$ cat config.mk
export PLATFORM = sky130hd
export DESIGN_NAME = alu_control_seq
export DESIGN_NICKNAME = d
export VERILOG_FILES = /design/src/rtl/riscv_alu_pkg.sv /design/src/rtl/alu_op_decode.sv /design/src/rtl/alu_control_seq.sv
export SDC_FILE = /design/constraint.sdc
export NUM_CORES = 1
export LEC_CHECK = 0
export BUFFER_PORTS_ARGS = -buffer_cell sky130_fd_sc_hd__buf_2
export CAP_MARGIN = 5
export CORE_MARGIN = 1
export CORE_UTILIZATION = 51
export CTS_CLUSTER_DIAMETER = 200
export DETAILED_ROUTE_END_ITERATION = 10
export PLACE_DENSITY = 0.78
export SETUP_SLACK_MARGIN = 0.02
export SYNTH_ARGS = -nofsm -noshare
export SYNTH_HDL_FRONTEND = slang
export SYNTH_SLANG_ARGS = --single-unit
$ cat constraint.sdc
create_clock -name clk -period 2.1 [get_ports clk]
set_input_delay 0.21 -clock clk [delete_from_list [all_inputs] [get_ports clk]]
set_output_delay 0.21 -clock clk [all_outputs]
set_load 0.02 [all_outputs]
$ cat src/rtl/riscv_alu_pkg.sv
// riscv_alu_pkg
// Shared encodings for the ALU control path: ALU_Op class codes from the main
// control unit, ALU operation codes driven to the EX-stage ALU, the funct7
// patterns that select base / alternate / M-extension behaviour, the RV32M
// funct3 codes, the sequencer FSM states and the latency counter width.
package riscv_alu_pkg;

    // ALU_Op classes from the main control unit
    localparam logic [2:0] ALUOP_RTYPE  = 3'b000;
    localparam logic [2:0] ALUOP_IARITH = 3'b001;
    localparam logic [2:0] ALUOP_LUI    = 3'b010;
    localparam logic [2:0] ALUOP_LDST   = 3'b011;
    localparam logic [2:0] ALUOP_BRANCH = 3'b100;
    localparam logic [2:0] ALUOP_JUMP   = 3'b101;
    localparam logic [2:0] ALUOP_AUIPC  = 3'b110;
    localparam logic [2:0] ALUOP_ILL    = 3'b111;

    // ALU operation codes
    typedef enum logic [3:0] {
        OP_ADD    = 4'd0,
        OP_SUB    = 4'd1,
        OP_AND    = 4'd2,
        OP_OR     = 4'd3,
        OP_XOR    = 4'd4,
        OP_SLL    = 4'd5,
        OP_SRL    = 4'd6,
        OP_SRA    = 4'd7,
        OP_LUI    = 4'd8,
        OP_SLT    = 4'd9,
        OP_SLTU   = 4'd10,
        OP_MULDIV = 4'd15
    } alu_op_e;

    // funct7 patterns
    localparam logic [6:0] F7_BASE   = 7'b0000000;
    localparam logic [6:0] F7_ALT    = 7'b0100000;
    localparam logic [6:0] F7_MULDIV = 7'b0000001;

    // RV32M funct3 codes; bit 2 separates the divide group from the multiply group
    localparam logic [2:0] F3_MUL    = 3'b000;
    localparam logic [2:0] F3_MULH   = 3'b001;
    localparam logic [2:0] F3_MULHSU = 3'b010;
    localparam logic [2:0] F3_MULHU  = 3'b011;
    localparam logic [2:0] F3_DIV    = 3'b100;
    localparam logic [2:0] F3_DIVU   = 3'b101;
    localparam logic [2:0] F3_REM    = 3'b110;
    localparam logic [2:0] F3_REMU   = 3'b111;

    // Latency counter is wide enough for any occupancy in 1..255
    localparam int CNT_W = $clog2(256);

    typedef enum logic {
        ST_IDLE = 1'b0,
        ST_BUSY = 1'b1
    } ctrl_state_e;

    // Base integer map shared by R-type funct7=0000000 and most I-arith funct3
    function automatic alu_op_e base_op(input logic [2:0] funct3);
        alu_op_e op;
        case (funct3)
            3'b000:  op = OP_ADD;
            3'b001:  op = OP_SLL;
            3'b010:  op = OP_SLT;
            3'b011:  op = OP_SLTU;
            3'b100:  op = OP_XOR;
            3'b101:  op = OP_SRL;
            3'b110:  op = OP_OR;
            default: op = OP_AND;
        endcase
        return op;
    endfunction

endpackage

$ cat src/rtl/alu_op_decode.sv
// alu_op_decode
// Purely combinational decode of {ALU_Op, funct7, funct3} into an ALU operation.
// Ports:
//   alu_op_i     in  3  class from the main control unit
//   funct7_i     in  7  instruction[31:25]
//   funct3_i     in  3  instruction[14:12]
//   op_o         out 4  ALU operation code (ADD on illegal)
//   md_func_o    out 3  funct3 for the mul/div unit, 0 unless MULDIV
//   is_muldiv_o  out 1  operation needs the multi-cycle mul/div unit
//   illegal_o    out 1  combination is not a legal instruction
module alu_op_decode
    import riscv_alu_pkg::*;
#(
    parameter int ENABLE_M = 1
) (
    input  logic [2:0] alu_op_i,
    input  logic [6:0] funct7_i,
    input  logic [2:0] funct3_i,
    output logic [3:0] op_o,
    output logic [2:0] md_func_o,
    output logic       is_muldiv_o,
    output logic       illegal_o
);

    alu_op_e op;

    always_comb begin
        op          = OP_ADD;
        md_func_o   = 3'b000;
        is_muldiv_o = 1'b0;
        illegal_o   = 1'b0;
        case (alu_op_i)
            ALUOP_RTYPE: begin
                if (funct7_i == F7_BASE) begin
                    op = base_op(funct3_i);
                end else if (funct7_i == F7_ALT) begin
                    if (funct3_i == 3'b000) begin
                        op = OP_SUB;
                    end else if (funct3_i == 3'b101) begin
                        op = OP_SRA;
                    end else begin
                        illegal_o = 1'b1;
                    end
                end else if ((funct7_i == F7_MULDIV) && (ENABLE_M != 0)) begin
                    op          = OP_MULDIV;
                    md_func_o   = funct3_i;
                    is_muldiv_o = 1'b1;
                end else begin
                    illegal_o = 1'b1;
                end
            end
            ALUOP_IARITH: begin
                // funct7 is immediate bits except for the shift encodings
                case (funct3_i)
                    3'b001: begin
                        if (funct7_i == F7_BASE) begin
                            op = OP_SLL;
                        end else begin
                            illegal_o = 1'b1;
                        end
                    end
                    3'b101: begin
                        if (funct7_i == F7_BASE) begin
                            op = OP_SRL;
                        end else if (funct7_i == F7_ALT) begin
                            op = OP_SRA;
                        end else begin
                            illegal_o = 1'b1;
                        end
                    end
                    default: op = base_op(funct3_i);
                endcase
            end
            ALUOP_LUI:    op = OP_LUI;
            ALUOP_LDST:   op = OP_ADD;
            ALUOP_JUMP:   op = OP_ADD;
            ALUOP_AUIPC:  op = OP_ADD;
            ALUOP_BRANCH: begin
                // BEQ/BNE compare by subtraction; signed and unsigned ordering use SLT/SLTU
                case (funct3_i[2:1])
                    2'b00:   op = OP_SUB;
                    2'b10:   op = OP_SLT;
                    2'b11:   op = OP_SLTU;
                    default: illegal_o = 1'b1;
                endcase
            end
            default: illegal_o = 1'b1;
        endcase
    end

    assign op_o = op;

endmodule

$ cat src/rtl/alu_control_seq.sv
// alu_control_seq
// Registered ALU control at the ID/EX boundary. Decodes the incoming
// instruction every cycle while idle; a mul/div operation parks the block in
// BUSY, holding its decode outputs and stalling upstream until the mul/div
// latency has elapsed.
// Ports:
//   clk, reset         clock (rising edge), synchronous active-high reset
//   valid_i            decode stage presents an instruction
//   flush_i            kill the held or in-flight operation at the next edge
//   funct7_i/ALU_Op_i/funct3_i  instruction fields and class
//   ALU_Operation_o    registered ALU operation code
//   md_func_o          registered mul/div funct3, 0 when not MULDIV
//   valid_o            outputs describe a live instruction
//   illegal_o          the registered instruction is illegal
//   md_start_o         one-cycle pulse starting the mul/div unit
//   md_done_o          one-cycle pulse, mul/div result captured this cycle
//   stall_o            upstream must hold its inputs
module alu_control_seq
    import riscv_alu_pkg::*;
#(
    parameter int OP_W       = 4,
    parameter int ENABLE_M   = 1,
    parameter int MUL_CYCLES = 2,
    parameter int DIV_CYCLES = 32
) (
    input  logic            clk,
    input  logic            reset,
    input  logic            valid_i,
    input  logic            flush_i,
    input  logic [6:0]      funct7_i,
    input  logic [2:0]      ALU_Op_i,
    input  logic [2:0]      funct3_i,
    output logic [OP_W-1:0] ALU_Operation_o,
    output logic [2:0]      md_func_o,
    output logic            valid_o,
    output logic            illegal_o,
    output logic            md_start_o,
    output logic            md_done_o,
    output logic            stall_o
);

    localparam logic [CNT_W-1:0] MUL_LOAD = CNT_W'(MUL_CYCLES - 1);
    localparam logic [CNT_W-1:0] DIV_LOAD = CNT_W'(DIV_CYCLES - 1);

    logic [3:0] dec_op;
    logic [2:0] dec_md_func;
    logic       dec_is_muldiv;
    logic       dec_illegal;

    alu_op_decode #(
        .ENABLE_M (ENABLE_M)
    ) u_decode (
        .alu_op_i    (ALU_Op_i),
        .funct7_i    (funct7_i),
        .funct3_i    (funct3_i),
        .op_o        (dec_op),
        .md_func_o   (dec_md_func),
        .is_muldiv_o (dec_is_muldiv),
        .illegal_o   (dec_illegal)
    );

    ctrl_state_e      state_q, state_d;
    logic [CNT_W-1:0] count_q, count_d;
    logic [OP_W-1:0]  op_q, op_d;
    logic [2:0]       md_func_q, md_func_d;
    logic             valid_q, valid_d;
    logic             illegal_q, illegal_d;
    logic             md_start_q, md_start_d;

    logic busy_hold;
    assign busy_hold = (state_q == ST_BUSY) && (count_q != '0);

    always_comb begin
        state_d    = state_q;
        count_d    = count_q;
        op_d       = op_q;
        md_func_d  = md_func_q;
        valid_d    = valid_q;
        illegal_d  = illegal_q;
        md_start_d = 1'b0;
        if (flush_i) begin
            state_d   = ST_IDLE;
            count_d   = '0;
            op_d      = OP_W'(OP_ADD);
            md_func_d = 3'b000;
            valid_d   = 1'b0;
            illegal_d = 1'b0;
        end else if (busy_hold) begin
            count_d = count_q - 1'b1;
        end else begin
            // IDLE, or the done cycle of BUSY: both sample a new instruction
            state_d = ST_IDLE;
            count_d = '0;
            if (valid_i) begin
                op_d      = OP_W'(dec_op);
                md_func_d = dec_md_func;
                valid_d   = 1'b1;
                illegal_d = dec_illegal;
                if (dec_is_muldiv) begin
                    state_d    = ST_BUSY;
                    count_d    = funct3_i[2] ? DIV_LOAD : MUL_LOAD;
                    md_start_d = 1'b1;
                end
            end else begin
                op_d      = OP_W'(OP_ADD);
                md_func_d = 3'b000;
                valid_d   = 1'b0;
                illegal_d = 1'b0;
            end
        end
    end

    always_ff @(posedge clk) begin
        if (reset) begin
            state_q    <= ST_IDLE;
            count_q    <= '0;
            op_q       <= '0;
            md_func_q  <= 3'b000;
            valid_q    <= 1'b0;
            illegal_q  <= 1'b0;
            md_start_q <= 1'b0;
        end else begin
            state_q    <= state_d;
            count_q    <= count_d;
            op_q       <= op_d;
            md_func_q  <= md_func_d;
            valid_q    <= valid_d;
            illegal_q  <= illegal_d;
            md_start_q <= md_start_d;
        end
    end

    assign ALU_Operation_o = op_q;
    assign md_func_o       = md_func_q;
    assign valid_o         = valid_q;
    assign illegal_o       = illegal_q;
    assign md_start_o      = md_start_q;
    assign stall_o         = busy_hold;
    assign md_done_o       = (state_q == ST_BUSY) && (count_q == '0);

endmodule

==> results.cfg <==
[grt]
grt_pass1_wl_mm = 3.53
antenna_found_initial = 0
grt_start_max_net_pins = 15
vias_in_the_first_global_route = 826
grt_overall_usage_pct = 21.8
grt.overflow.total = 0

[detailed_routing]
antenna_violating_nets_post_route = 0
drc_errors = 0
detail_route.wirelength_mm = 2.24
via_density = 5.54
drt_first_pass_iters = 4
via_count = 1024
initialDrtViolationCount = 37
avgRoutedWirePerCell_um = 12.1

[clock_tree]
clock_tree.htree_level_count = 1
number_of_clock_buffers_inserted_by_tritoncts = 3
resized_after_cts = 0
worst_skew_pair.late_latency_ns = 0.29
cts.root.buffer_cell = clkbuf_4
cts.sink_count = 19
post-cts-setup-buffer-count = 0
clk_transition_reported_paths_ns = 0.10
clock_path_buffers = 2
post_cts_hold_buffer_count = 0
cts_tree = built

[pwr]
p_per_area_nw_per_um2 = 499
leakagePower_nw = 0.567
vdd_ir_drop_max_mv = 0.302

[placed_design]
placer_congestion_estimate = 0.871
dp.final_hpwl_mm = 1.78
placed_area_sq_um = 1210
buffer_ports.inserted = 28

[worst_setup_path]
setup.worst_path.end_class = flop
cp_data_arrival_time_ns = 2.06
critPathLaunchType = flop
worst-setup-path-type = reg -> reg
critPathMaxFanout = 5
worstRegToRegCells = 8
critical_path_required_ns = 2.32

[run_status]
run_status = finished clean

[sta]
timing.final.max_slew_violations = 0
timing.final.hold_violations = 0
min_period_ns = 1.84
finalSetupTns_ns = 0
finalCritPeriodShare_pct = 87.6
worst_slew_pin_slew_ns = 0.509
timing.clock.skew_ns = 0.00776
fmaxAchievable_mhz = 544
setup_viol_count_final = 0
fin_hold_ws_ns = 0.278
relSlewSlack_pct = 65.9
setup_repair_after_global_routing_missed_its_margin = false

[floorplanning]
initial_core_util_pct = 54.1
fp.dieArea_sq_um = 2270
pin_count = 29
die_height_um = 47.6
placeableCoreArea_sq_um = 1960
std_cell_rows = 16
die_width_um = 47.6

[logic_synthesis]
synth-main-ff-cell = dfxtp_1
synth_seq_area_share_pct = 35.8
cell_accounting_for_the_most_synthesized_area = dfxtp_1
synth.yosys.warnings = 0
post_synth_inst_count = 132
synth.net_count = 151
netlist_area_sq_um = 1060
async_reset_ff_share_pct = 0
portion_of_synthesized_cell_area_occupied_by_the_leading_cell_type_pct = 35.8
syn_avg_cell_area_sq_um = 8.04
yosys-top-cells-area = dfxtp_1 (36%), nand2_1 (6.7%), o21ai_0 (4.2%), nor2_1 (3.5%), xnor2_1 (3.3%)
synth_edf_count = 0
number_of_different_library_cells_in_the_post_synthesis_netlist = 42
postSynthRegisterBits = 19

[finish]
final_design_area_no_fill_sq_um = 1230
final.fill_count = 194
layout-drive-gt1-share_pct = 23.4
num-nets-final = 178
area_added_between_synthesis_and_finish_pct = 16.4
num_antenna_cells = 0
layout.cells.most_common = buf_2
most-common-layout-cells = buf_2 (28), dfxtp_1 (19), nand2_1 (19)

[min_path]
whs_path_depth = 3
hold_class = in -> reg

[job]
max-cap-violations = 0
## sequential cells by signal (all words and copies together), names as in the netlist
name / count
count_q: 8
state_q: 1
valid_o: 1
md_func_o: 3
illegal_o: 1
md_start_o: 1
ALU_Operation_o: 4
## logic make-up (layout without fill, tap and decap cells)
family | count (synthesis) | after routing | share of synthesized area, %
xor+xnor | 7 | 7 | 5.78
compound gates | 35 | 35 | 22.2
simple gates | 56 | 56 | 28.8
flops | 19 | 19 | 35.8
buf+inv | 13 | 39 | 5.07
fa+ha+maj | 2 | 2 | 2.36
## stage by stage
stage	total power, mW	cells	setup WS, ns	utilization, %
floorplan	0.420	132	0.364	-
global placement	0.447	181	0.363	61.6
detailed placement	0.448	181	0.280	61.6
CTS	0.620	185	0.248	62.9
global route	0.652	185	0.138	62.9
finish	0.617	185	0.261	62.9
## cell type report
| cell class | instances | area, sq um | area share (%) |
|---|---|---|---|
| Timing Repair Buffer | 28 | 140 | 11.3 |
| Multi-Input combinational cell | 100 | 627 | 50.8 |
| Tap cell | 27 | 33.8 | 2.74 |
| Clock buffer | 4 | 26.3 | 2.13 |
| Sequential cell | 19 | 380 | 30.8 |
| Inverter | 7 | 27.5 | 2.23 |
## Yosys cell counts (3+ instances only)
library cell  count
nor2_1           10
nor3_1            5
clkbuf_1          5
o21ai_0           9
nand2_1          19
xor2_1            3
a21oi_1           4
dfxtp_1          19
o21ai_1           4
o211ai_1          4
xnor2_1           4
nand4_1           3
inv_1             6
## per-layer routing
| metal | vias to the layer above | share of wire, % | routed length (um) | track usage, % |
|---|---|---|---|---|
| li1 | 527 | - | - | - |
| met1 | 454 | 47 | 1060 | 31.2 |
| met2 | 39 | 45 | 1020 | 32.6 |
| met3 | 4 | 6.0 | 134 | 4.53 |
| met4 | 0 | 1.0 | 23 | 7.22 |
| met5 | - | 0 | 0 | 0 |
## where the power goes
group	internal (mW)	switching [mW]
combinational	0.0298	0.0481
clock	0.0739	0.102
sequential	0.362	0.000895
total	0.466	0.151
## worst paths after layout
path | start | endpoint | slack, ns
setup / recovery | count_q[0]$_SDFF_PP0_ | count_q[1]$_SDFF_PP0_ | 0.26
hold / removal | ALU_Op_i[0] | illegal_o$_SDFFE_PP0N_ | 0.28
setup reg to reg | count_q[0]$_SDFF_PP0_ | count_q[1]$_SDFF_PP0_ | 0.26
hold reg to reg | md_func_o[2]$_SDFFE_PP0N_ | md_func_o[2]$_SDFFE_PP0N_ | 0.44
## worst max-delay path, cell delays in order (launching register included)
cell and delay [ns]:
dfxtp_1 0.33, inv_1 0.07, ha_1 0.14, nor4b_2 0.26, a21boi_2 0.13, or4b_4 0.59
clkinv_2 0.09, nand2_4 0.06, o21ai_1 0.08
(Power assumes the default switching activity.)
